==> config.mk <==
export PLATFORM = sky130hd
export DESIGN_NAME = jamma_input_scanner
export DESIGN_NICKNAME = d
export VERILOG_FILES = /design/src/rtl/jamma_pkg.sv /design/src/rtl/jamma_debounce_bit.sv /design/src/rtl/jamma_input_scanner.sv
export SDC_FILE = /design/constraint.sdc
export NUM_CORES = 1
export LEC_CHECK = 0
export CAP_MARGIN = 20
export CORE_ASPECT_RATIO = 2
export CORE_MARGIN = 5
export CORE_UTILIZATION = 30
export CTS_CLUSTER_DIAMETER = 120
export DETAILED_ROUTE_END_ITERATION = 8
export GPL_ROUTABILITY_DRIVEN = 0
export GPL_TIMING_DRIVEN = 0
export PLACE_DENSITY = 0.53
export SLEW_MARGIN = 40
export SYNTH_ARGS = -nofsm -noshare
export SYNTH_HDL_FRONTEND = slang
export SYNTH_SLANG_ARGS = --single-unit
==> constraint.sdc <==
create_clock -name pclk -period 1.62 [get_ports pclk]
set_input_delay 0.162 -clock pclk [delete_from_list [all_inputs] [get_ports pclk]]
set_output_delay 0.162 -clock pclk [all_outputs]
set_load 0.02 [all_outputs]
==> src/rtl/jamma_pkg.sv <==
// jamma_pkg
// Shared definitions for the JAMMA input scanner:
//   - scan_state_t : 2-bit scan FSM encoding (SEL_A=0, SAMP_A=1, SEL_B=2, SAMP_B=3)
//   - JOY_IDLE     : released-button level of an 8-bit active-low player word
//   - COIN_IDLE    : released level of the two active-low coin switches
//   - mergeLocal   : folds the local DB9 joystick into the player A word
`timescale 1ns/1ps

package jamma_pkg;

    typedef enum logic [1:0] {
        SEL_A  = 2'd0,
        SAMP_A = 2'd1,
        SEL_B  = 2'd2,
        SAMP_B = 2'd3
    } scan_state_t;

    localparam logic [7:0] JOY_IDLE  = 8'hFF;
    localparam logic [1:0] COIN_IDLE = 2'b11;

    // Active-low buses combine with AND: a press on either source shows up.
    // The two top bits have no local counterpart and are left released.
    function automatic logic [7:0] mergeLocal(input logic [7:0] bus,
                                              input logic [5:0] localJoy);
        return bus & {2'b11, localJoy};
    endfunction

endpackage

==> src/rtl/jamma_debounce_bit.sv <==
// jamma_debounce_bit
// One debounced output bit. The held level only changes after SAMPLES
// consecutive sample strobes disagree with it; any agreeing sample clears
// the run counter.
// Ports:
//   pclk        in   clock, rising edge
//   reset       in   synchronous active-high reset (level -> 1, count -> 0)
//   i_sampleEn  in   one-cycle strobe marking a valid scan sample
//   i_sample    in   synchronized raw sample value
//   o_level     out  debounced level
`timescale 1ns/1ps

module jamma_debounce_bit #(
    parameter int SAMPLES = 3
) (
    input  logic pclk,
    input  logic reset,
    input  logic i_sampleEn,
    input  logic i_sample,
    output logic o_level
);

    localparam int CNT_W = $clog2(SAMPLES);
    localparam logic [CNT_W-1:0] CNT_LAST = CNT_W'(SAMPLES - 1);

    logic             r_level;
    logic [CNT_W-1:0] r_runCnt;
    logic             w_differs;

    assign w_differs = (i_sample != r_level);

    // The counter holds how many consecutive disagreeing samples have been
    // seen so far; the SAMPLES-th one flips the level and restarts the run.
    always_ff @(posedge pclk) begin
        if (reset) begin
            r_level  <= 1'b1;
            r_runCnt <= '0;
        end else if (i_sampleEn) begin
            if (!w_differs) begin
                r_runCnt <= '0;
            end else if (r_runCnt == CNT_LAST) begin
                r_level  <= i_sample;
                r_runCnt <= '0;
            end else begin
                r_runCnt <= r_runCnt + 1'b1;
            end
        end
    end

    assign o_level = r_level;

endmodule

==> src/rtl/jamma_input_scanner.sv <==
// jamma_input_scanner
// Scans a multiplexed JAMMA joystick bus for two players by toggling
// jselect, letting the bus settle, then sampling. Player A is merged with a
// local DB9 joystick; coins are sampled once per full scan. Optional
// per-bit debouncing is enabled by defining JAMMA_DEBOUNCE_EN.
// Ports:
//   pclk            in   clock, rising edge
//   reset           in   synchronous active-high reset
//   jjoy[7:0]       in   JAMMA joystick/button bus, active-low, async
//   jcoin[1:0]      in   coin switches, active-low, async
//   joystick_local  in   local DB9 joystick [5:0], active-low, async
//   jselect         out  mux select to the JAMMA board (0 = A, 1 = B)
//   joy_a[7:0]      out  player A buttons, active-low, merged with local
//   joy_b[7:0]      out  player B buttons, active-low
//   coin[1:0]       out  coin levels, active-low
//   coin_pulse[1:0] out  one-cycle pulse per coin press
//   scan_done       out  one-cycle pulse when a full A+B scan completes
`timescale 1ns/1ps

module jamma_input_scanner
    import jamma_pkg::*;
#(
    parameter int SETTLE_CYCLES    = 4,
    parameter int DEBOUNCE_SAMPLES = 3
) (
    input  logic       pclk,
    input  logic       reset,
    input  logic [7:0] jjoy,
    input  logic [1:0] jcoin,
    input  logic [5:0] joystick_local,
    output logic       jselect,
    output logic [7:0] joy_a,
    output logic [7:0] joy_b,
    output logic [1:0] coin,
    output logic [1:0] coin_pulse,
    output logic       scan_done
);

    localparam int CNT_W = $clog2(SETTLE_CYCLES + 1);
    localparam logic [CNT_W-1:0] SETTLE_LAST = CNT_W'(SETTLE_CYCLES - 1);

    if (SETTLE_CYCLES < 1 || SETTLE_CYCLES > 15 ||
        DEBOUNCE_SAMPLES < 2 || DEBOUNCE_SAMPLES > 7) begin : g_paramCheck
        $error("jamma_input_scanner: parameter out of legal range");
    end

    logic [7:0]       r_jjoyMeta, r_jjoySync;
    logic [1:0]       r_coinMeta, r_coinSync;
    logic [5:0]       r_localMeta, r_localSync;
    scan_state_t      r_state, w_nextState;
    logic [CNT_W-1:0] r_settleCnt;
    logic             r_scanDone;
    logic [1:0]       r_coinPrev;
    logic [7:0]       w_rawA;
    logic             w_sampA, w_sampB;

    // Two-flop synchronizers; reset to the released (all-ones) level so no
    // phantom press is seen while the pipeline refills.
    always_ff @(posedge pclk) begin
        if (reset) begin
            r_jjoyMeta  <= JOY_IDLE;
            r_jjoySync  <= JOY_IDLE;
            r_coinMeta  <= COIN_IDLE;
            r_coinSync  <= COIN_IDLE;
            r_localMeta <= '1;
            r_localSync <= '1;
        end else begin
            r_jjoyMeta  <= jjoy;
            r_jjoySync  <= r_jjoyMeta;
            r_coinMeta  <= jcoin;
            r_coinSync  <= r_coinMeta;
            r_localMeta <= joystick_local;
            r_localSync <= r_localMeta;
        end
    end

    // Scan state register and settle counter. The counter only runs in the
    // SEL states and is zero in every SAMP state, so each SEL entry starts
    // from a fresh count.
    always_ff @(posedge pclk) begin
        if (reset) begin
            r_state     <= SEL_A;
            r_settleCnt <= '0;
        end else begin
            r_state <= w_nextState;
            if ((r_state == SEL_A || r_state == SEL_B) && r_settleCnt != SETTLE_LAST) begin
                r_settleCnt <= r_settleCnt + 1'b1;
            end else begin
                r_settleCnt <= '0;
            end
        end
    end

    // Next-state and select decode. jselect depends on state only, so it
    // stays stable through the SAMP cycle that follows each SEL phase.
    always_comb begin
        w_nextState = r_state;
        jselect     = 1'b0;
        case (r_state)
            SEL_A: begin
                if (r_settleCnt == SETTLE_LAST) begin
                    w_nextState = SAMP_A;
                end
            end
            SAMP_A: begin
                w_nextState = SEL_B;
            end
            SEL_B: begin
                jselect = 1'b1;
                if (r_settleCnt == SETTLE_LAST) begin
                    w_nextState = SAMP_B;
                end
            end
            SAMP_B: begin
                jselect     = 1'b1;
                w_nextState = SEL_A;
            end
            default: begin
                w_nextState = SEL_A;
            end
        endcase
    end

    assign w_sampA = (r_state == SAMP_A);
    assign w_sampB = (r_state == SAMP_B);
    assign w_rawA  = mergeLocal(r_jjoySync, r_localSync);

`ifdef JAMMA_DEBOUNCE_EN
    // One filter per output bit: 8 for A, 8 for B, 2 for the coins.
    for (genvar i = 0; i < 8; i++) begin : g_debA
        jamma_debounce_bit #(.SAMPLES(DEBOUNCE_SAMPLES)) u_bit (
            .pclk       (pclk),
            .reset      (reset),
            .i_sampleEn (w_sampA),
            .i_sample   (w_rawA[i]),
            .o_level    (joy_a[i])
        );
    end
    for (genvar i = 0; i < 8; i++) begin : g_debB
        jamma_debounce_bit #(.SAMPLES(DEBOUNCE_SAMPLES)) u_bit (
            .pclk       (pclk),
            .reset      (reset),
            .i_sampleEn (w_sampB),
            .i_sample   (r_jjoySync[i]),
            .o_level    (joy_b[i])
        );
    end
    for (genvar i = 0; i < 2; i++) begin : g_debCoin
        jamma_debounce_bit #(.SAMPLES(DEBOUNCE_SAMPLES)) u_bit (
            .pclk       (pclk),
            .reset      (reset),
            .i_sampleEn (w_sampB),
            .i_sample   (r_coinSync[i]),
            .o_level    (coin[i])
        );
    end
`else
    logic [7:0] r_joyA, r_joyB;
    logic [1:0] r_coin;

    // Without filtering the outputs simply latch the raw sample taken in
    // the matching SAMP state.
    always_ff @(posedge pclk) begin
        if (reset) begin
            r_joyA <= JOY_IDLE;
            r_joyB <= JOY_IDLE;
            r_coin <= COIN_IDLE;
        end else begin
            if (w_sampA) begin
                r_joyA <= w_rawA;
            end
            if (w_sampB) begin
                r_joyB <= r_jjoySync;
                r_coin <= r_coinSync;
            end
        end
    end

    assign joy_a = r_joyA;
    assign joy_b = r_joyB;
    assign coin  = r_coin;
`endif

    // scan_done follows SAMP_B, landing in the same cycle joy_b and coin
    // update. r_coinPrev trails coin by one cycle so a falling edge of
    // coin yields exactly a one-cycle pulse, coincident with the update.
    always_ff @(posedge pclk) begin
        if (reset) begin
            r_scanDone <= 1'b0;
            r_coinPrev <= COIN_IDLE;
        end else begin
            r_scanDone <= w_sampB;
            r_coinPrev <= coin;
        end
    end

    assign scan_done  = r_scanDone;
    assign coin_pulse = r_coinPrev & ~coin;

endmodule

==> impl_metrics.yaml <==
status:
  status: "completed"
detailed_routing:
  drc: 0
  detail-route-antenna-nets: 0
  dr.pass1.iters: 2
  viasPerCell: 4.19
  vias: 1271
  routed_wl_microns: 3610
  wire_per_inst_microns: 11.9
  first_iter_violations: 42
floorplan:
  fp.dieH_microns: 123
  dieArea_sq_mm: 0.00823
  die_width_microns: 66.7
  top_level_ports: 40
  core_area_sq_mm: 0.00631
  rows: 41
  start_util_pct: 30.6
placed_design:
  io_buffers: 38
  post-dp-hpwl_microns: 2670
  placedCellCount: 286
  dp_slack_ns: -0.248
min_path:
  hp-class: "primary input to flop"
clock_tree:
  root_buffer: "clkbuf_16"
  clkSlewWorstSetupHoldPaths_ns: 0.05
  cts_tree: "built"
  clock-sinks: 58
  hold_buffers: 0
  clockBufferDepth: 2
  cts_buffers: 9
  h-tree-depth: 3
  clk_latency_ns: 0.32
timing:
  slew_headroom_pct: 73.9
  max_slew.worst_pin.slew_ns: 0.391
  fmax_ghz: 0.642
  finalHoldViolations: 0
  finalSetupViolCount: 0
  fin_ws_ns: 0.0625
  skew_ns: 0.00496
  drv_slew: 0
  rsz0062_at_grt: "no"
  fin_crit_ns: 1.56
  finalCritPeriodShare_pct: 96.1
setup_path:
  path_max_fanout: 10
  worstPathArrival_ns: 1.40
  required_ns: 1.46
  critical_path_class: "flop to primary output"
  cp-start-kind: "flop"
  crit_path_end_kind: "primary output"
layout:
  syn_to_final_growth_pct: 41.7
  num-fill-cells: 605
  nNetsFinal: 238
  stdcell_count: 303
  drive_above_1_share_pct: 27.6
  n_antenna_cell: 0
pwr:
  finalPower_w: 0.00429
  leakagePower_nw: 1.06
  powerDensity_mw_per_mm2: 1570
  peakVddDrop_uv: 683
logic_synthesis:
  synthesis.nets: 187
  syn_inst: 162
  synth_cell_type_count: 21
  synthesis.area_sq_mm: 0.00193
  yosys-top-cells-area: "dfxtp_1 60%, or2_2 11%, nor2b_1 6.8%"
  yosysWarnings: 0
  synth_top_area_share_pct: 60.2
  ys_seq_area_share_pct: 60.2
  synth_top_area_cell: "dfxtp_1"
  synth.avg_cell_area_sq_um: 11.9
  synth-seq-cells: 58
global_route:
  grt_start_max_net_pins: 14
  grt_pass1_vias: 1215
  grt_pass1_wl_microns: 6000
  track_usage_pct: 10.3
  grt_antenna_before_repair: 0
  grt_overflow: 0
flow_run:
  drv_cap: 0
## Yosys cell counts
cell type / n
dfxtp_1: 58
or2_2: 34
nor2b_1: 21
a211o_1: 12
ha_1: 7
a311o_1: 6
buf_6: 4
clkbuf_1: 3
inv_1: 3
nand2b_1: 2
nor3_1: 2
a221oi_1: 1
buf_8: 1
clkbuf_2: 1
mux2i_1: 1
nor2_1: 1
nor3b_1: 1
o21ba_2: 1
o21bai_1: 1
or2_1: 1
or2b_1: 1
## placed cells by master, fill, tap and decap left out, types with 2 or more instances in the layout
cell             instances
clkdlybuf4s50_1         37
clkbuf_16                9
buf_4                    3
ha_1                     6
buf_6                    4
nor2b_1                 21
a311o_1                  6
dfxtp_1                 56
or2_2                   34
nand2b_1                 2
clkinv_2                 2
inv_1                    3
clkbuf_1                 5
nor3_1                   2
a211o_1                 12
## cell type report
class                      count  area [sq um]  share of cell area [%]
sequential                    58          1170                    42.7
multi-input combinational     92           693                    25.4
timing repair buffer          41           404                    14.8
clock buffer                  12           246                    9.02
tap                           86           108                    3.94
buffer                         8          65.1                    2.38
clock inverter                 3          40.0                    1.46
inverter                       3          11.3                   0.412
## repair_timing
| action | in CTS | in global routing |
|---|---|---|
| endpoints found under the setup margin | 1 | 1 |
| buffers inserted | 0 | 3 |
| gates resized for setup | 11 | 0 |
| pin swaps | 0 | 1 |
## worst max-delay path, cell delays in order, from the launching register on
cell,delay [ns]
dfxtp_2,0.35
ha_4,0.20
buf_6,0.15
or2_1,0.24
buf_6,0.13
## registers in the layout, indices dropped and copies added, names as in the netlist
signal / count
r_state: 2
r_coinSync: 2
joy_a: 8
r_coinMeta: 2
r_localMeta: 6
r_settleCnt: 3
r_jjoyMeta: 8
r_localSync: 6
scan_done: 1
r_coinPrev: 2
joy_b: 8
r_jjoySync: 8
coin: 2
## per-layer routing
metal,vias to the layer above,share of wire [%],global-route usage [%]
met5,-,0,0
met4,0,3.7,8.02
met3,10,5.7,3.64
met2,33,53,17.4
met1,593,37,9.77
li1,635,-,-
## through the flow
| stage | setup TNS, ns | cell area [sq um] | hold slack (ns) | util [%] |
|---|---|---|---|---|
| global route | 0 | 2730 | 0.0643 | 43.3 |
| floorplan | 0 | 1930 | 0.266 | - |
| finish | 0 | 2730 | 0.0669 | 43.3 |
| detailed placement | -0.248 | 2420 | 0.393 | 38.3 |
| CTS | 0 | 2710 | 0.0568 | 43.0 |
| global placement | -0.237 | 2420 | 0.393 | 38.3 |
## where the power goes
part | internal (W) | switching, W
Clock | 0.00121 | 0.000580
Combinational | 0.000438 | 0.000376
Sequential | 0.00160 | 0.0000881
Total | 0.00325 | 0.00104
## cells by family (layout without fill, tap and decap cells)
group	count (synthesis)	after routing	synth area share, %
multiplexers	1	1	0.519
flip-flops	58	58	60.2
adder cells (fa/ha/maj)	7	7	4.54
AO/OA/AOI/OAI	21	21	9.92
AND/OR/NAND/NOR	63	63	20.3
buffers and inverters	12	67	4.54
## worst paths after layout
check                           slack (ns)  cells after the start          start            end
worst max register to register        0.21                      5     r_state[1]       joy_a[7]
worst min register to register        0.40                      1  r_jjoyMeta[2]  r_jjoySync[2]
worst min-delay path                  0.07                      2          reset      scan_done
worst max-delay path                  0.06                      4     r_state[1]        jselect
(Power assumes the default switching activity.)
